--- src/rtl/clock_pkg.sv ---
// rtl/clock_pkg.sv - shared time types, constants and BCD helpers for the alarm clock
package clock_pkg;

  localparam int HOURS_PER_DAY = 24;
  localparam int MIN_PER_HOUR  = 60;
  localparam int SEC_PER_MIN   = 60;

  typedef struct packed {
    logic [4:0] hour;
    logic [5:0] min;
    logic [5:0] sec;
  } hms_t;

  typedef enum logic [1:0] {
    ST_IDLE   = 2'd0,
    ST_RING   = 2'd1,
    ST_SNOOZE = 2'd2
  } alarm_state_t;

  function automatic logic [7:0] bin2bcd(input logic [5:0] v);
    int t;
    t = int'(v) / 10;
    return {4'(t), 4'(int'(v) - 10 * t)};
  endfunction

  // Digits must each be decimal and the pair must form a real hh:mm.
  function automatic logic bcd_valid(input logic [1:0] h1, input logic [3:0] h0,
                                     input logic [3:0] m1, input logic [3:0] m0);
    return (h0 <= 4'd9) && (m1 <= 4'd9) && (m0 <= 4'd9) &&
           (10 * int'(h1) + int'(h0) < HOURS_PER_DAY) &&
           (10 * int'(m1) + int'(m0) < MIN_PER_HOUR);
  endfunction

  function automatic logic [4:0] bcd_hour(input logic [1:0] h1, input logic [3:0] h0);
    return 5'(10 * int'(h1) + int'(h0));
  endfunction

  function automatic logic [5:0] bcd_min(input logic [3:0] m1, input logic [3:0] m0);
    return 6'(10 * int'(m1) + int'(m0));
  endfunction

endpackage

--- src/rtl/hms_counter.sv ---
// rtl/hms_counter.sv - binary hh:mm:ss counter with validated BCD time load
module hms_counter
  import clock_pkg::*;
(
  input  logic       clk_1s,
  input  logic       reset,
  input  logic       ld_time,
  input  logic [1:0] h_in1,
  input  logic [3:0] h_in0,
  input  logic [3:0] m_in1,
  input  logic [3:0] m_in0,
  output hms_t       tm
);

  logic load_ok;
  assign load_ok = ld_time && bcd_valid(h_in1, h_in0, m_in1, m_in0);

  always_ff @(posedge clk_1s or posedge reset) begin
    if (reset) begin
      tm <= '0;
    end else if (load_ok) begin
      tm.hour <= bcd_hour(h_in1, h_in0);
      tm.min  <= bcd_min(m_in1, m_in0);
      tm.sec  <= '0;
    end else if (tm.sec == 6'(SEC_PER_MIN - 1)) begin
      tm.sec <= '0;
      if (tm.min == 6'(MIN_PER_HOUR - 1)) begin
        tm.min  <= '0;
        tm.hour <= (tm.hour == 5'(HOURS_PER_DAY - 1)) ? 5'd0 : tm.hour + 5'd1;
      end else begin
        tm.min <= tm.min + 6'd1;
      end
    end else begin
      tm.sec <= tm.sec + 6'd1;
    end
  end

endmodule

--- src/rtl/multi_alarm_clock.sv ---
// rtl/multi_alarm_clock.sv - 24h clock with alarm slots, snooze, stop and ring timeout
module multi_alarm_clock
  import clock_pkg::*;
#(
  parameter  int NUM_ALARMS = 4,
  parameter  int SNOOZE_MIN = 5,
  parameter  int MAX_SNOOZE = 3,
  parameter  int RING_SEC   = 60,
  localparam int SEL_W      = (NUM_ALARMS > 1) ? $clog2(NUM_ALARMS) : 1
) (
  input  logic                  clk_1s,
  input  logic                  reset,
  input  logic [1:0]            h_in1,
  input  logic [3:0]            h_in0,
  input  logic [3:0]            m_in1,
  input  logic [3:0]            m_in0,
  input  logic                  ld_time,
  input  logic                  ld_alarm,
  input  logic [SEL_W-1:0]      alarm_sel,
  input  logic [NUM_ALARMS-1:0] al_en,
  input  logic                  snooze,
  input  logic                  stop_al,
  output logic [1:0]            h_out1,
  output logic [3:0]            h_out0,
  output logic [3:0]            m_out1,
  output logic [3:0]            m_out0,
  output logic [3:0]            s_out1,
  output logic [3:0]            s_out0,
  output logic                  alarm,
  output logic [SEL_W-1:0]      alarm_src,
  output logic                  snoozed
);

  hms_t cur;
  logic [4:0] slot_hour [NUM_ALARMS];
  logic [5:0] slot_min  [NUM_ALARMS];
  alarm_state_t state, state_next;
  logic [7:0] ring_cnt, snooze_cnt;
  logic [4:0] tgt_hour, snz_hour;
  logic [5:0] tgt_min, snz_min;
  logic [6:0] min_sum;
  logic match;
  logic [SEL_W-1:0] match_idx;
  logic alarm_ok;
  logic [5:0] h_bcd;
  logic [7:0] m_bcd, s_bcd;

  hms_counter u_time (
    .clk_1s (clk_1s),
    .reset  (reset),
    .ld_time(ld_time),
    .h_in1  (h_in1),
    .h_in0  (h_in0),
    .m_in1  (m_in1),
    .m_in0  (m_in0),
    .tm     (cur)
  );

  assign alarm_ok = ld_alarm && bcd_valid(h_in1, h_in0, m_in1, m_in0) &&
                    (int'(alarm_sel) < NUM_ALARMS);

  always_ff @(posedge clk_1s or posedge reset) begin
    if (reset) begin
      for (int k = 0; k < NUM_ALARMS; k++) begin
        slot_hour[k] <= '0;
        slot_min[k]  <= '0;
      end
    end else if (alarm_ok) begin
      slot_hour[alarm_sel] <= bcd_hour(h_in1, h_in0);
      slot_min[alarm_sel]  <= bcd_min(m_in1, m_in0);
    end
  end

  // Scan downward so the lowest matching slot is the last one written.
  always_comb begin
    match     = 1'b0;
    match_idx = '0;
    for (int k = NUM_ALARMS - 1; k >= 0; k--) begin
      if (al_en[k] && cur.sec == 6'd0 && cur.hour == slot_hour[k] && cur.min == slot_min[k]) begin
        match     = 1'b1;
        match_idx = SEL_W'(k);
      end
    end
  end

  always_comb begin
    min_sum  = {1'b0, cur.min} + 7'(SNOOZE_MIN);
    snz_min  = min_sum[5:0];
    snz_hour = cur.hour;
    if (min_sum >= 7'(MIN_PER_HOUR)) begin
      snz_min  = 6'(min_sum - 7'(MIN_PER_HOUR));
      snz_hour = (cur.hour == 5'(HOURS_PER_DAY - 1)) ? 5'd0 : cur.hour + 5'd1;
    end
  end

  always_ff @(posedge clk_1s or posedge reset) begin
    if (reset) state <= ST_IDLE;
    else       state <= state_next;
  end

  always_comb begin
    state_next = state;
    case (state)
      ST_IDLE: if (match) state_next = ST_RING;
      ST_RING: begin
        if (stop_al || !al_en[alarm_src])                 state_next = ST_IDLE;
        else if (snooze && snooze_cnt < 8'(MAX_SNOOZE))   state_next = ST_SNOOZE;
        else if (ring_cnt == 8'(RING_SEC - 1))            state_next = ST_IDLE;
      end
      ST_SNOOZE: begin
        if (stop_al || !al_en[alarm_src]) state_next = ST_IDLE;
        else if (cur.sec == 6'd0 && cur.hour == tgt_hour && cur.min == tgt_min)
          state_next = ST_RING;
      end
      default: state_next = ST_IDLE;
    endcase
  end

  always_comb begin
    alarm   = (state == ST_RING);
    snoozed = (state == ST_SNOOZE);
  end

  always_ff @(posedge clk_1s or posedge reset) begin
    if (reset) begin
      alarm_src  <= '0;
      snooze_cnt <= '0;
      ring_cnt   <= '0;
      tgt_hour   <= '0;
      tgt_min    <= '0;
    end else if (state == ST_IDLE && state_next == ST_RING) begin
      alarm_src  <= match_idx;
      snooze_cnt <= '0;
      ring_cnt   <= '0;
    end else if (state == ST_RING && state_next == ST_RING) begin
      ring_cnt <= ring_cnt + 8'd1;
    end else if (state == ST_RING && state_next == ST_SNOOZE) begin
      tgt_hour   <= snz_hour;
      tgt_min    <= snz_min;
      snooze_cnt <= snooze_cnt + 8'd1;
    end else if (state == ST_SNOOZE && state_next == ST_RING) begin
      ring_cnt <= '0;
    end
  end

  assign h_bcd = 6'(bin2bcd({1'b0, cur.hour}));
  assign m_bcd = bin2bcd(cur.min);
  assign s_bcd = bin2bcd(cur.sec);
  assign {h_out1, h_out0} = h_bcd;
  assign {m_out1, m_out0} = m_bcd;
  assign {s_out1, s_out0} = s_bcd;

endmodule

--- config.mk ---
export PLATFORM = sky130hd
export DESIGN_NAME = multi_alarm_clock
export DESIGN_NICKNAME = d
export VERILOG_FILES = /design/src/rtl/clock_pkg.sv /design/src/rtl/hms_counter.sv /design/src/rtl/multi_alarm_clock.sv
export SDC_FILE = /design/constraint.sdc
export NUM_CORES = 1
export LEC_CHECK = 0
export CAP_MARGIN = 30
export CELL_PAD_IN_SITES_DETAIL_PLACEMENT = 1
export CELL_PAD_IN_SITES_GLOBAL_PLACEMENT = 2
export CORE_ASPECT_RATIO = 1.1
export CORE_UTILIZATION = 31
export DETAILED_ROUTE_END_ITERATION = 10
export PLACE_DENSITY_LB_ADDON = 0.25
export SYNTH_ARGS = -nofsm -noshare
export SYNTH_HDL_FRONTEND = slang
export SYNTH_HIERARCHICAL = 1
export SYNTH_SLANG_ARGS = --single-unit
--- constraint.sdc ---
create_clock -name clk_1s -period 4.7 [get_ports clk_1s]
set_clock_uncertainty 0.2 [all_clocks]
set_input_delay 0.47 -clock clk_1s [delete_from_list [all_inputs] [get_ports clk_1s]]
set_output_delay 0.47 -clock clk_1s [all_outputs]
set_load 0.1 [all_outputs]
== Word level (Yosys, flattened, before mapping) ==
Index checks and enable logic that the tools add are counted.
Storage, ports and cells
  register bits after elaboration: 92
  input port bits: 26
  output and inout port bits: 26
  logic and storage cells: 146
Operators by class
  add/sub/neg operators: 12
  multipliers: 5
  divide/modulo/power cells: 3
  order comparisons: 10
  equal/unequal tests: 20
  multiplexer cells: 38
  bitwise operators: 3
  reductions and logical operators: 38
Operator list (number)
  4-bit by 32-bit multiplier with 3-bit output (first input constant): 3
  32-bit by 5-bit adder with 32-bit output: 2
  7-bit by 5-bit divider with 32-bit output (second input constant): 2
  8-bit two-way mux: 7
  6-bit by 5-bit divider with 32-bit output (second input constant): 1
  32-bit by 6-bit < comparator with 1-bit output (second input constant): 1
  32-bit by 7-bit < comparator with 1-bit output (second input constant): 1
  6-bit equality test: 5
  1-bit logical AND: 26
  5-bit equality test: 5
  24-bit bitwise mux: 1
  6-bit two-way mux: 4
  20-bit bitwise mux: 1
  2-bit two-way mux: 10
  5-bit two-way mux: 4
  17-bit two-way mux: 1
  8-bit by 1-bit adder with 8-bit output (second input constant): 2
  6-bit by 1-bit adder with 6-bit output (second input constant): 2
  6-bit demux with 2-bit select: 1
  6-bit equality test (second input constant): 2
  4-bit less-or-equal comparator (second input constant): 3
  4-bit subtractor: 3
  11-bit two-way mux: 1
  5-bit demux with 2-bit select: 1
  29 further kinds: 40

== Logic depth before layout (Yosys ltp) ==
Gate-level depths: netlist of the first run.
  word-level depth: 16
  depth in mapped cells: 16
  depth with buffers taken out: 15

== Modules after synthesis ==
Netlist of the first run, hierarchy kept.
Modules (own cells, without submodules)
  multi_alarm_clock: times used 1, cells an instance 554, area each 5644.2 um^2, sequential area each 1876.8 um^2
  hms_counter: times used 1, cells an instance 146, area each 1411.4 um^2, sequential area each 425.4 um^2

== Least setup slack after synthesis of the first run ==
Ideal clock, no wire load.
  path kind: register -> output
  start point: register u_time/tm[12] (netlist name)
  end point: output port h_out0[3]
  data arrival time: 7.449 ns
  required time: 4.030 ns
  slack: -3.419 ns
  cell stages (with the launch flop): 14
  path buffers: 1
  cells stage by stage: dfrtp_1 -> buf_4 -> inv_1 -> ha_1 -> nand2_1 -> a31oi_1 -> a2111oi_0 -> o22ai_1 -> ha_1 -> inv_1 -> ha_1 -> nor2_1 -> xnor2_1 -> xnor2_1
On the way
  longest elaborated chain between the ends: 3
RTL lines
  start: declaration: RTL line hms_counter.sv:12  | output hms_t tm
  6-bit by 5-bit divider with 32-bit output: RTL line clock_pkg.sv:22  | t = int'(v) / 10;
  net h_out1[1]: RTL line multi_alarm_clock.sv:23  | output logic [1:0] h_out1,
  4-bit by 32-bit multiplier with 3-bit output: RTL line clock_pkg.sv:23  | return {4'(t), 4'(int'(v) - 10 * t)};
  4-bit subtractor: RTL line clock_pkg.sv:23
  end: declaration: RTL line multi_alarm_clock.sv:24  | output logic [3:0] h_out0,
The timed path passes the listed nets, and every way through them passes these cells.

== Final worst setup path of the first run ==
  start point: register u_time/tm[3] (netlist name)
  end point: output port s_out0[3]
On the way
  longest elaborated chain between the ends: 3
RTL lines
  7-bit by 5-bit divider with 32-bit output: RTL line clock_pkg.sv:22
  4-bit by 32-bit multiplier with 3-bit output: RTL line clock_pkg.sv:23
  4-bit subtractor *: RTL line clock_pkg.sv:23
  end: declaration: RTL line multi_alarm_clock.sv:28  | output logic [3:0] s_out0,
Every way passes the cells marked *; elsewhere a longest branch is shown, timed or not.

==> flow_summary.html, run 1 <==
<table>
<tr><th>Metric</th><th>Value</th></tr>
<tr><th colspan="2">Run status</th></tr>
<tr><td>Status</td><td>completed</td></tr>
<tr><th colspan="2">Clock tree</th></tr>
<tr><td>Post-CTS Hold Fix Bufs</td><td>0</td></tr>
<tr><td>Worst skew pair latency</td><td>360 ps</td></tr>
<tr><td>Number of clock sinks</td><td>92</td></tr>
<tr><td>Number of clock buffers inserted by TritonCTS</td><td>9</td></tr>
<tr><td>Clock transition at path regs</td><td>70 ps</td></tr>
<tr><td>Worst-case clock buffer depth</td><td>2</td></tr>
<tr><td>Level count of the clock H-tree</td><td>3</td></tr>
<tr><td>Setup bufs post-CTS</td><td>0</td></tr>
<tr><td>TritonCTS clock tree</td><td>built</td></tr>
<tr><td>Clk root buf</td><td>clkbuf_16</td></tr>
<tr><th colspan="2">Place</th></tr>
<tr><td>Number of buffers inserted by port buffering</td><td>49</td></tr>
<tr><td>Placer's final routability congestion estimate</td><td>0.802</td></tr>
<tr><td>HPWL after detailed placement</td><td>14800 µm</td></tr>
<tr><td>Placed insts</td><td>1038</td></tr>
<tr><td>Place WS</td><td>371 ps</td></tr>
<tr><th colspan="2">Die</th></tr>
<tr><td>DIE HEIGHT</td><td>160 µm</td></tr>
<tr><td>Std-Cell Core Area</td><td>0.0222 mm²</td></tr>
<tr><td>Die Wd</td><td>146 µm</td></tr>
<tr><td>Floorplan row count</td><td>57</td></tr>
<tr><td>Area enclosed by the die boundary</td><td>0.0234 mm²</td></tr>
<tr><td>Io pins</td><td>52</td></tr>
<tr><td>Initial standard-cell utilization of the core</td><td>31.8%</td></tr>
<tr><th colspan="2">Yosys</th></tr>
<tr><td>Cell with the most instances after synthesis</td><td>dfrtp_1</td></tr>
<tr><td>Number of enable-type register cells in the synthesized netlist</td><td>0</td></tr>
<tr><td>Cells after Synth</td><td>700</td></tr>
<tr><td>Cell type with the highest aggregate area in the netlist</td><td>dfrtp_1</td></tr>
<tr><td>Proportion of netlist area held by the largest area contributor</td><td>32.6%</td></tr>
<tr><td>Seq/Total Area, Yosys</td><td>32.6%</td></tr>
<tr><td>Number of distinct library cells after synthesis</td><td>78</td></tr>
<tr><td>Cell types occupying the most area after synthesis</td><td>dfrtp_1 33%, ha_1 8.2%, mux2_4 7.7%</td></tr>
<tr><td>Leading register cell type out of synthesis</td><td>dfrtp_1</td></tr>
<tr><td>Post-synthesis instance area</td><td>0.00706 mm²</td></tr>
<tr><td>Async set-reset flop share out of synthesis</td><td>100%</td></tr>
<tr><td>Warning count from the yosys run</td><td>6</td></tr>
<tr><td>List of most frequent post-synthesis cells</td><td>92 x dfrtp_1, 57 x xnor2_1, 55 x inv_1, 49 x nand2_1, 46 x ha_1</td></tr>
<tr><td>Yosys reg bits</td><td>92</td></tr>
<tr><td>Average footprint of a synthesized cell</td><td>10.1 µm²</td></tr>
<tr><th colspan="2">Worst hold path</th></tr>
<tr><td>Count of cells along the worst hold path</td><td>2</td></tr>
<tr><td>Startpoint of the most critical hold path</td><td>tgt_min[0]</td></tr>
<tr><td>Min-delay worst type</td><td>reg -&gt; reg</td></tr>
<tr><td>Endpoint with the worst hold slack</td><td>tgt_min[0]</td></tr>
<tr><th colspan="2">Timing</th></tr>
<tr><td>Pin slew with the least headroom to its limit</td><td>990 ps</td></tr>
<tr><td>Sum of negative setup slack</td><td>0 ps</td></tr>
<tr><td>Number of setup violations in the final report</td><td>0</td></tr>
<tr><td>Hold violation total from the final report</td><td>0</td></tr>
<tr><td>Remaining max-slew budget at the tightest pin</td><td>33.8%</td></tr>
<tr><td>Final hold slack</td><td>305 ps</td></tr>
<tr><td>Portion of the clock cycle consumed by the worst path in the final layout</td><td>93.9%</td></tr>
<tr><td>Fin worst setup slack</td><td>288 ps</td></tr>
<tr><td>Final Max Slew Viols</td><td>0</td></tr>
<tr><td>RSZ-0062 raised after global routing</td><td>no</td></tr>
<tr><td>Clock period minus worst slack</td><td>4410 ps</td></tr>
<tr><td>Peak clock frequency supported by timing</td><td>227 MHz</td></tr>
<tr><th colspan="2">GRT</th></tr>
<tr><td>Leftover overflow at the end of global routing</td><td>0</td></tr>
<tr><td>Antenna violations before repair</td><td>0</td></tr>
<tr><td>Global-route wire length before repair</td><td>32900 µm</td></tr>
<tr><td>GRT Overall Usage</td><td>17.8%</td></tr>
<tr><td>Via count of the first global-routing pass</td><td>6117</td></tr>
<tr><td>Pin count of the biggest net entering global routing</td><td>42</td></tr>
<tr><th colspan="2">Setup path</th></tr>
<tr><td>Endpoint class of the critical path</td><td>output port</td></tr>
<tr><td>Critical path required time</td><td>4030 ps</td></tr>
<tr><td>Number of cells on the worst reg-to-reg path</td><td>5</td></tr>
<tr><td>Reg2reg end</td><td>ring_cnt[7]</td></tr>
<tr><td>Critical Path AT</td><td>3740 ps</td></tr>
<tr><td>Reg-to-Reg Start</td><td>u_time/tm[5]</td></tr>
<tr><td>Cell-by-cell listing of the critical path</td><td>nor2_4 &gt; inv_1 &gt; ha_1 &gt; nand2b_1 &gt; o21ai_2 &gt; nand2_4 &gt; inv_1 &gt; ha_1 &gt; nand2_1 &gt; a32o_4 &gt; ha_1 &gt; inv_1 &gt; fa_1 &gt; xor2_2 &gt; xnor2_4 &gt; buf_12</td></tr>
<tr><td>Type of the worst setup path</td><td>reg -&gt; out</td></tr>
<tr><td>Worst Path Max Fanout</td><td>11</td></tr>
<tr><td>Worst stage delay on the critical path</td><td>530 ps</td></tr>
<tr><td>Slowest-stage cell, CP</td><td>dfrtp_1</td></tr>
<tr><td>Type of element launching the critical path</td><td>register</td></tr>
<tr><td>Setup slack, reg-to-reg</td><td>1640 ps</td></tr>
<tr><th colspan="2">Route</th></tr>
<tr><td>Detail-routed via count per cell</td><td>5.17</td></tr>
<tr><td>Antenna viol nets, final</td><td>0</td></tr>
<tr><td>Pre-Repair DR Iteration Count</td><td>4</td></tr>
<tr><td>Routed met2 length</td><td>10100 µm</td></tr>
<tr><td>Uppermost metal layer occupied by signal nets</td><td>met4</td></tr>
<tr><td>Total via count after detailed routing</td><td>5452</td></tr>
<tr><td>DRC viols</td><td>0</td></tr>
<tr><td>Post-Route M1 WL</td><td>8690 µm</td></tr>
<tr><td>Sum of met3 wire segment lengths after detailed routing</td><td>419 µm</td></tr>
<tr><td>DRT Wirelength</td><td>19500 µm</td></tr>
<tr><td>Routed length per placed instance</td><td>18.5 µm</td></tr>
<tr><td>Violation count after the first detailed-route iteration</td><td>217</td></tr>
<tr><th colspan="2">Final layout</th></tr>
<tr><td>Fillers</td><td>2472</td></tr>
<tr><td>Total area of multi-input combinational cells</td><td>0.00450 mm²</td></tr>
<tr><td>Ant diodes</td><td>0</td></tr>
<tr><td>Area growth, synth to finish</td><td>19.3%</td></tr>
<tr><td>Post-layout instance count excluding filler cells</td><td>1055</td></tr>
<tr><td>Area taken by flip-flops and latches</td><td>0.00231 mm²</td></tr>
<tr><td>Fraction of layout cells with a size suffix above 1</td><td>19.9%</td></tr>
<tr><td>Final layout net count</td><td>835</td></tr>
<tr><th colspan="2">Flow run</th></tr>
<tr><td>Max-cap check violation count</td><td>0</td></tr>
</table>
## sequential cells by signal (all words and copies together), names as in the netlist
register    count
slot_min       24
slot_hour      20
u_time/tm      17
ring_cnt        8
snooze_cnt      8
tgt_min         6
tgt_hour        5
alarm_src       2
state           2
## worst max-delay path: cells and delay by family, from the launching register on
family | cells | cell delay, ps
compound gates | 2 | 450
buf+inv | 4 | 390
flops | 1 | 530
fa+ha+maj | 4 | 1080
simple gates | 4 | 500
xor+xnor | 2 | 440
## cells by family after synthesis
group | share of synthesized area (%)
multiplexers | 12.0
AO/OA/AOI/OAI | 12.4
other | 0.0531
flip-flops | 32.6
XOR/XNOR | 9.56
buffers and inverters | 5.98
AND/OR/NAND/NOR | 16.9
adder cells (fa/ha/maj) | 10.4
## placed cells by master, fill, tap and decap left out, types with 4 or more instances in the layout
cell and n:
nand2_1 47, nor2b_1 7, xor2_1 19, xnor2_1 53, ha_1 45, and2_1 7
buf_4 28, mux2_4 37, o21a_1 5, nand4_1 24, inv_1 53, nor2_1 24
or3_1 4, clkbuf_16 9, o21ai_0 19, nor3_1 15, dfrtp_1 91, a21oi_1 26
mux2i_1 16, o2111ai_1 5, nor4_1 8, nand4b_1 4, nand2b_1 7, and3_1 7
mux2_2 10, nor3b_2 6, o211ai_1 4, nand3_1 19, fa_1 8, buf_12 5
o32ai_1 6, a2111oi_0 5, clkdlybuf4s50_1 37, a21o_1 4
## worst max path at each step
| stage | end | from | cells after the start |
|---|---|---|---|
| 5_1_grt | s_out0[3] | u_time/tm[3] | 16 |
| 6_report | s_out0[3] | u_time/tm[3] | 16 |
| 2_1_floorplan | h_out0[3] | u_time/tm[12] | 13 |
| 3_3_place_gp | s_out0[3] | u_time/tm[3] | 16 |
| 3_5_place_dp | s_out0[3] | u_time/tm[3] | 16 |
| 4_1_cts | s_out0[3] | u_time/tm[3] | 16 |
## metal layers
layer  vias up  GRT usage [%]
li1       2604              -
met3        15           2.06
met2        58           32.4
met1      2775           21.7
met5         -              0
met4         0           5.89
## final cells by class
cell class | instances | share of cell area, %
clock buffer | 9 | 2.67
clock inverter | 7 | 1.25
inverter | 55 | 2.45
multi-input combinational | 526 | 53.4
sequential | 92 | 27.4
tap | 295 | 4.38
timing repair buffer | 71 | 8.41
## timing repair
action	4_1_cts	5_1_grt
endpoints found under the hold margin	0	0
resized for setup	1	3
setup endpoints to repair	1	1
## per-stage QoR
step                instance area (µm²)  utilization, %
floorplan                          7210               -
global placement                   8040            36.3
detailed placement                 8040            36.3
CTS                                8380            37.8
global route                       8420            38.0
finish                             8420            38.0
Power of run 1 is not shown: default switching activity piles up to over one toggle a cycle in this logic, so the estimate is an artifact.
==> run 2, diff against run 1 <==
- CTS_CLUSTER_SIZE: unset -> 16
- clock period: 4.7 -> 4.32 ns (I/O delays scaled with it)
==> flow_summary.html, run 2 (synthesis gave the netlist of run 1 again) <==
<table>
<tr><th>Metric</th><th>Value</th></tr>
<tr><th colspan="2">GRT</th></tr>
<tr><td>Global-route wire length before repair</td><td>33300 µm (+1.2%)</td></tr>
<tr><td>Via count of the first global-routing pass</td><td>6079 (-0.62%)</td></tr>
<tr><td>Pin count of the biggest net entering global routing</td><td>38 (-9.5%)</td></tr>
<tr><td>GRT Overall Usage</td><td>17.8% (-0.020 points)</td></tr>
<tr><td>Antenna violations before repair</td><td>0 (unchanged)</td></tr>
<tr><td>Leftover overflow at the end of global routing</td><td>0 (unchanged)</td></tr>
<tr><th colspan="2">Clock tree</th></tr>
<tr><td>Resized Gates After CTS</td><td>0 (-1)</td></tr>
<tr><td>Setup bufs post-CTS</td><td>0 (unchanged)</td></tr>
<tr><td>TritonCTS clock tree</td><td>built</td></tr>
<tr><td>Post-CTS Hold Fix Bufs</td><td>0 (unchanged)</td></tr>
<tr><td>Clock transition at path regs</td><td>70 ps (about the same)</td></tr>
<tr><td>Number of clock buffers inserted by TritonCTS</td><td>9 (unchanged)</td></tr>
<tr><td>Level count of the clock H-tree</td><td>3 (unchanged)</td></tr>
<tr><td>Number of clock sinks</td><td>92 (unchanged)</td></tr>
<tr><td>Worst-case clock buffer depth</td><td>2 (unchanged)</td></tr>
<tr><td>Worst skew pair latency</td><td>350 ps (about the same)</td></tr>
<tr><td>Clk root buf</td><td>clkbuf_16</td></tr>
<tr><th colspan="2">Die</th></tr>
<tr><td>Floorplan row count</td><td>57 (unchanged)</td></tr>
<tr><td>Std-Cell Core Area</td><td>0.0222 mm² (unchanged)</td></tr>
<tr><td>Area enclosed by the die boundary</td><td>0.0234 mm² (unchanged)</td></tr>
<tr><td>Initial standard-cell utilization of the core</td><td>31.8% (unchanged)</td></tr>
<tr><td>Io pins</td><td>52 (unchanged)</td></tr>
<tr><td>Die Wd</td><td>146 µm (unchanged)</td></tr>
<tr><td>DIE HEIGHT</td><td>160 µm (unchanged)</td></tr>
<tr><th colspan="2">Place</th></tr>
<tr><td>Placer's final routability congestion estimate</td><td>0.814 (+1.5%)</td></tr>
<tr><td>HPWL after detailed placement</td><td>15000 µm (+1.6%)</td></tr>
<tr><td>Placed insts</td><td>1043 (+0.48%)</td></tr>
<tr><td>Area of placed instances</td><td>0.00832 mm² (+3.5%)</td></tr>
<tr><td>Number of buffers inserted by port buffering</td><td>49 (unchanged)</td></tr>
<tr><th colspan="2">Timing</th></tr>
<tr><td>Final Max Slew Viols</td><td>0 (unchanged)</td></tr>
<tr><td>RSZ-0062 raised after global routing</td><td>no</td></tr>
<tr><td>Peak clock frequency supported by timing</td><td>240 MHz</td></tr>
<tr><td>Pin slew with the least headroom to its limit</td><td>967 ps (-22.5 ps)</td></tr>
<tr><td>Portion of the clock cycle consumed by the worst path in the final layout</td><td>96.5%</td></tr>
<tr><td>Clock period minus worst slack</td><td>4170 ps</td></tr>
<tr><td>Remaining max-slew budget at the tightest pin</td><td>35.3% (+1.5 points)</td></tr>
<tr><td>Hold violation total from the final report</td><td>0 (unchanged)</td></tr>
<tr><td>Number of setup violations in the final report</td><td>0 (unchanged)</td></tr>
<tr><td>Sum of negative setup slack</td><td>0 ps (unchanged)</td></tr>
<tr><th colspan="2">Setup path</th></tr>
<tr><td>Setup slack, reg-to-reg</td><td>1360 ps (-280 ps)</td></tr>
<tr><td>Worst stage delay on the critical path</td><td>500 ps (-30 ps)</td></tr>
<tr><td>Endpoint class of the critical path</td><td>output port</td></tr>
<tr><td>Cell-by-cell listing of the critical path</td><td>nor2_4 &gt; inv_1 &gt; ha_1 &gt; nand2b_4 &gt; o21ai_4 &gt; nand2_8 &gt; inv_4 &gt; ha_4 &gt; nand2_2 &gt; a32o_4 &gt; ha_4 &gt; inv_2 &gt; fa_2 &gt; xor2_4 &gt; xnor2_4 &gt; buf_12</td></tr>
<tr><td>Slowest-stage cell, CP</td><td>dfrtp_2</td></tr>
<tr><td>Kind of cell with the highest combined delay on the critical path</td><td>adder cells</td></tr>
<tr><td>Worst Path Max Fanout</td><td>11 (unchanged)</td></tr>
<tr><td>Number of cells on the worst reg-to-reg path</td><td>6 (+1)</td></tr>
<tr><td>Critical path required time</td><td>3690 ps (-340 ps)</td></tr>
<tr><td>Reg-to-Reg Start</td><td>u_time/tm[5]</td></tr>
<tr><td>Type of the worst setup path</td><td>reg -&gt; out</td></tr>
<tr><td>Critical Path AT</td><td>3540 ps (-200 ps)</td></tr>
<tr><td>Most used cell along the critical path</td><td>ha_4</td></tr>
<tr><td>CP Depth</td><td>16 (unchanged)</td></tr>
<tr><td>Critical path startpoint</td><td>u_time/tm[3]</td></tr>
<tr><td>Count of buffer and inverter cells on the critical path</td><td>4 (unchanged)</td></tr>
<tr><td>Type of element launching the critical path</td><td>register</td></tr>
<tr><th colspan="2">Route</th></tr>
<tr><td>Violation count after the first detailed-route iteration</td><td>220 (+1.4%)</td></tr>
<tr><td>DRT Wirelength</td><td>19600 µm (+0.78%)</td></tr>
<tr><td>Detail-routed via count per cell</td><td>5.19 (+0.39%)</td></tr>
<tr><td>Routed length per placed instance</td><td>18.5 µm (+0.30%)</td></tr>
<tr><td>Total via count after detailed routing</td><td>5499 (+0.86%)</td></tr>
<tr><td>DRC viols</td><td>0 (unchanged)</td></tr>
<tr><td>Pre-Repair DR Iteration Count</td><td>4 (unchanged)</td></tr>
<tr><td>Antenna viol nets, final</td><td>0 (unchanged)</td></tr>
<tr><th colspan="2">Worst hold path</th></tr>
<tr><td>Count of cells along the worst hold path</td><td>2 (unchanged)</td></tr>
<tr><td>Min-delay worst type</td><td>reg -&gt; reg</td></tr>
<tr><td>Startpoint of the most critical hold path</td><td>tgt_min[2]</td></tr>
<tr><th colspan="2">Final layout</th></tr>
<tr><td>Final instance area</td><td>0.00864 mm² (+2.7%)</td></tr>
<tr><td>Highest-count cells in the layout ignoring fill and taps</td><td>89 x dfrtp_1, 53 x xnor2_1, 47 x inv_1</td></tr>
<tr><td>Area taken by flip-flops and latches</td><td>0.00231 mm² (+0.11%)</td></tr>
<tr><td>Number of flip-flops under the largest register name</td><td>24 (unchanged)</td></tr>
<tr><td>Most common cell after layout, fill and taps aside</td><td>dfrtp_1</td></tr>
<tr><td>Registers with the most flip-flops</td><td>slot_min: 24 flops, slot_hour: 20 flops, u_time/tm: 17 flops</td></tr>
<tr><td>Post-layout instance count excluding filler cells</td><td>1060 (+0.47%)</td></tr>
<tr><td>Area growth, synth to finish</td><td>22.5%</td></tr>
<tr><td>Ant diodes</td><td>0 (unchanged)</td></tr>
<tr><td>Fillers</td><td>2472 (unchanged)</td></tr>
<tr><td>Fraction of layout cells with a size suffix above 1</td><td>23.7% (+3.8 points)</td></tr>
<tr><td>Total area of multi-input combinational cells</td><td>0.00468 mm² (+4.0%)</td></tr>
<tr><td>Largest reg by FF count</td><td>slot_min</td></tr>
<tr><td>Final layout net count</td><td>840 (+0.60%)</td></tr>
<tr><th colspan="2">Flow run</th></tr>
<tr><td>Max-cap check violation count</td><td>0 (unchanged)</td></tr>
<tr><th colspan="2">Run status</th></tr>
<tr><td>Status</td><td>completed</td></tr>
</table>
[run 2: final timing paths]
check,endpoint
setup / recovery,s_out0[3]
hold / removal,tgt_min[2]
setup reg to reg,ring_cnt[5]
hold reg to reg,tgt_min[2]
max in group asynchronous,slot_hour[4]
min in group asynchronous,u_time/tm[8]
[run 2: final cells by class]
class	count	area share, %
Timing Repair Buffer	76	8.74
Sequential cell	92	26.7
Clock buffer	13	3.13
Tap cell	295	4.27
Clock inverter	3	0.507
Inverter	55	2.52
Multi-Input combinational cell	526	54.1
[run 2: worst reg2reg max path: stages (launching register included)]
cell,delay [ps]
dfrtp_1,400
buf_4,190
nor3_2,610
nand4_1,170
nor4_1,700
o41a_4,400
o32ai_1,140
[run 2: metrics by stage]
step / hold slack, ps / worst slack [ps] / utilization [%]
2_1_floorplan: 158 / -363 / -
3_3_place_gp: 288 / 515 / 37.5
3_5_place_dp: 291 / 430 / 37.5
4_1_cts: 306 / 91.0 / 38.9
5_1_grt: 329 / 14.4 / 39.0
6_report: 302 / 149 / 39.0
[run 2: metal layers]
metal  global-route usage [%]  vias to the layer above  routed length [µm]
li1                         -                     2630                   -
met1                     22.9                     2781                9070
met2                     31.2                       71                9880
met3                     1.80                       17                 361
met4                     5.60                        0                 327
met5                        0                        -                   0
Power of run 2 is left out for the same reason.
==> run 3, diff against run 2 <==
- CORE_UTILIZATION: 31 -> 39
==> flow_summary.html, run 3 (synthesis gave the netlist of run 1 again) <==
<table>
<tr><th>Metric</th><th>Value</th></tr>
<tr><th colspan="2">Timing</th></tr>
<tr><td>Clock period minus worst slack</td><td>4140 ps (-32.5 ps)</td></tr>
<tr><td>Number of setup violations in the final report</td><td>0 (unchanged)</td></tr>
<tr><td>Peak clock frequency supported by timing</td><td>242 MHz (+0.78%)</td></tr>
<tr><td>Remaining max-slew budget at the tightest pin</td><td>34.6% (-0.70 points)</td></tr>
<tr><td>Portion of the clock cycle consumed by the worst path in the final layout</td><td>95.8% (-0.75 points)</td></tr>
<tr><td>Hold violation total from the final report</td><td>0 (unchanged)</td></tr>
<tr><td>Pin slew with the least headroom to its limit</td><td>978 ps (+10.5 ps)</td></tr>
<tr><td>RSZ-0062 raised after global routing</td><td>no</td></tr>
<tr><td>Final hold slack</td><td>307 ps (+4.85 ps)</td></tr>
<tr><td>Sum of negative setup slack</td><td>0 ps (unchanged)</td></tr>
<tr><td>Final Max Slew Viols</td><td>0 (unchanged)</td></tr>
<tr><th colspan="2">Final layout</th></tr>
<tr><td>Fraction of layout cells with a size suffix above 1</td><td>23.8% (+0.13 points)</td></tr>
<tr><td>Post-layout instance count excluding filler cells</td><td>1003 (-5.4%)</td></tr>
<tr><td>Largest reg by FF count</td><td>slot_min</td></tr>
<tr><td>Ant diodes</td><td>0 (unchanged)</td></tr>
<tr><td>Number of flip-flops under the largest register name</td><td>24 (unchanged)</td></tr>
<tr><td>Registers with the most flip-flops</td><td>slot_min: 24 flops, slot_hour: 20 flops, u_time/tm: 17 flops</td></tr>
<tr><td>Final layout net count</td><td>840 (unchanged)</td></tr>
<tr><td>Most common cell after layout, fill and taps aside</td><td>dfrtp_1</td></tr>
<tr><td>Fillers</td><td>1968 (-20%)</td></tr>
<tr><td>Highest-count cells in the layout ignoring fill and taps</td><td>89 x dfrtp_1, 53 x xnor2_1, 47 x inv_1</td></tr>
<tr><td>Post-route core utilization</td><td>48.5% (+9.5 points)</td></tr>
<tr><td>Area growth, synth to finish</td><td>21.5%</td></tr>
<tr><th colspan="2">Place</th></tr>
<tr><td>Number of buffers inserted by port buffering</td><td>49 (unchanged)</td></tr>
<tr><td>Placed insts</td><td>984 (-5.7%)</td></tr>
<tr><td>HPWL after detailed placement</td><td>14400 µm (-3.6%)</td></tr>
<tr><td>Placer's final routability congestion estimate</td><td>0.812 (-0.28%)</td></tr>
<tr><th colspan="2">Die</th></tr>
<tr><td>Floorplan row count</td><td>51 (-11%)</td></tr>
<tr><td>Die Wd</td><td>130 µm (-11%)</td></tr>
<tr><td>Io pins</td><td>52 (unchanged)</td></tr>
<tr><td>Area enclosed by the die boundary</td><td>0.0186 mm² (-20%)</td></tr>
<tr><td>Std-Cell Core Area</td><td>0.0177 mm² (-20%)</td></tr>
<tr><td>Initial standard-cell utilization of the core</td><td>39.9% (+8.1 points)</td></tr>
<tr><td>DIE HEIGHT</td><td>143 µm (-11%)</td></tr>
<tr><th colspan="2">Clock tree</th></tr>
<tr><td>Number of clock buffers inserted by TritonCTS</td><td>9 (unchanged)</td></tr>
<tr><td>Post-CTS Hold Fix Bufs</td><td>0 (unchanged)</td></tr>
<tr><td>Clk root buf</td><td>clkbuf_16</td></tr>
<tr><td>Worst skew pair latency</td><td>350 ps (about the same)</td></tr>
<tr><td>Number of clock sinks</td><td>92 (unchanged)</td></tr>
<tr><td>Clock transition at path regs</td><td>80 ps (about the same)</td></tr>
<tr><td>Worst-case clock buffer depth</td><td>2 (unchanged)</td></tr>
<tr><td>TritonCTS clock tree</td><td>built</td></tr>
<tr><td>Level count of the clock H-tree</td><td>3 (unchanged)</td></tr>
<tr><th colspan="2">Setup path</th></tr>
<tr><td>Worst Path Max Fanout</td><td>9 (-2)</td></tr>
<tr><td>Critical path required time</td><td>3690 ps (about the same)</td></tr>
<tr><td>Type of element launching the critical path</td><td>register</td></tr>
<tr><td>Endpoint class of the critical path</td><td>output port</td></tr>
<tr><td>Critical Path AT</td><td>3510 ps (-30 ps)</td></tr>
<tr><td>Type of the worst setup path</td><td>reg -&gt; out</td></tr>
<tr><th colspan="2">Route</th></tr>
<tr><td>DRC viols</td><td>0 (unchanged)</td></tr>
<tr><td>Routed length per placed instance</td><td>19.2 µm (+3.4%)</td></tr>
<tr><td>Pre-Repair DR Iteration Count</td><td>4 (unchanged)</td></tr>
<tr><td>Antenna viol nets, final</td><td>0 (unchanged)</td></tr>
<tr><td>Total via count after detailed routing</td><td>5571 (+1.3%)</td></tr>
<tr><td>Detail-routed via count per cell</td><td>5.55 (+7.1%)</td></tr>
<tr><td>Violation count after the first detailed-route iteration</td><td>202 (-8.2%)</td></tr>
<tr><td>DRT Wirelength</td><td>19200 µm (-2.1%)</td></tr>
<tr><th colspan="2">GRT</th></tr>
<tr><td>Antenna violations before repair</td><td>0 (unchanged)</td></tr>
<tr><td>Pin count of the biggest net entering global routing</td><td>44 (+16%)</td></tr>
<tr><td>GRT Overall Usage</td><td>21.8% (+4.0 points)</td></tr>
<tr><td>Leftover overflow at the end of global routing</td><td>0 (unchanged)</td></tr>
<tr><td>Global-route wire length before repair</td><td>31400 µm (-5.5%)</td></tr>
<tr><td>Via count of the first global-routing pass</td><td>5982 (-1.6%)</td></tr>
<tr><th colspan="2">Run status</th></tr>
<tr><td>Status</td><td>completed</td></tr>
<tr><th colspan="2">Flow run</th></tr>
<tr><td>Max-cap check violation count</td><td>0 (unchanged)</td></tr>
<tr><th colspan="2">Worst hold path</th></tr>
<tr><td>Min-delay worst type</td><td>reg -&gt; reg</td></tr>
</table>
run 3: cell type report:
cell class | count | area [µm²] | share of cell area [%]
tap | 238 | 298 | 3.47
clock buffer | 10 | 239 | 2.79
multi-input combinational | 526 | 4680 | 54.6
sequential | 92 | 2310 | 26.9
timing repair buffer | 76 | 756 | 8.81
inverter | 55 | 218 | 2.54
clock inverter | 6 | 77.6 | 0.905
run 3: path summary, 6_finish.rpt:
| check | slack, ps | endpoint | depth (start not counted) | startpoint |
|---|---|---|---|---|
| min in group asynchronous | 370 | tgt_min[1] | 2 | reset |
| worst min-delay path | 310 | tgt_min[3] | 2 | tgt_min[3] |
| worst max register to register | 1430 | ring_cnt[2] | 6 | u_time/tm[5] |
| worst min register to register | 310 | tgt_min[3] | 2 | tgt_min[3] |
| max in group asynchronous | 2490 | slot_min[16] | 3 | reset |
| worst max-delay path | 180 | s_out0[3] | 16 | u_time/tm[4] |
run 3: repair_timing:
item | 4_1_cts | 5_1_grt
buffers inserted | 0 | 3
gates resized for setup | 0 | 2
endpoints found under the setup margin | 0 | 2
run 3: per-stage QoR:
| step | setup slack, ps | cell area [µm²] |
|---|---|---|
| after global placement | 543 | 8230 |
| after detailed placement | 453 | 8230 |
| final | 182 | 8580 |
| after CTS | 95.2 | 8550 |
| after floorplan | -363 | 7430 |
| after global routing | 26.7 | 8580 |
run 3: worst max-delay path, cell delays in order, from the launching register on:
cell	delay [ps]
dfrtp_2	480
nor2_4	170
inv_1	60
ha_1	300
nand2b_4	150
o21ai_4	230
nand2_8	70
inv_4	70
ha_4	190
nand2_2	60
a32o_4	250
ha_4	140
inv_2	30
fa_2	390
xor2_4	180
xnor2_4	190
buf_12	190
run 3: per-layer routing:
layer	GRT usage [%]	wire length [µm]
met1	27.6	8600
met2	38.8	9830
met3	2.85	479
met4	5.08	308
met5	0	0
Power of run 3 is left out for the same reason.
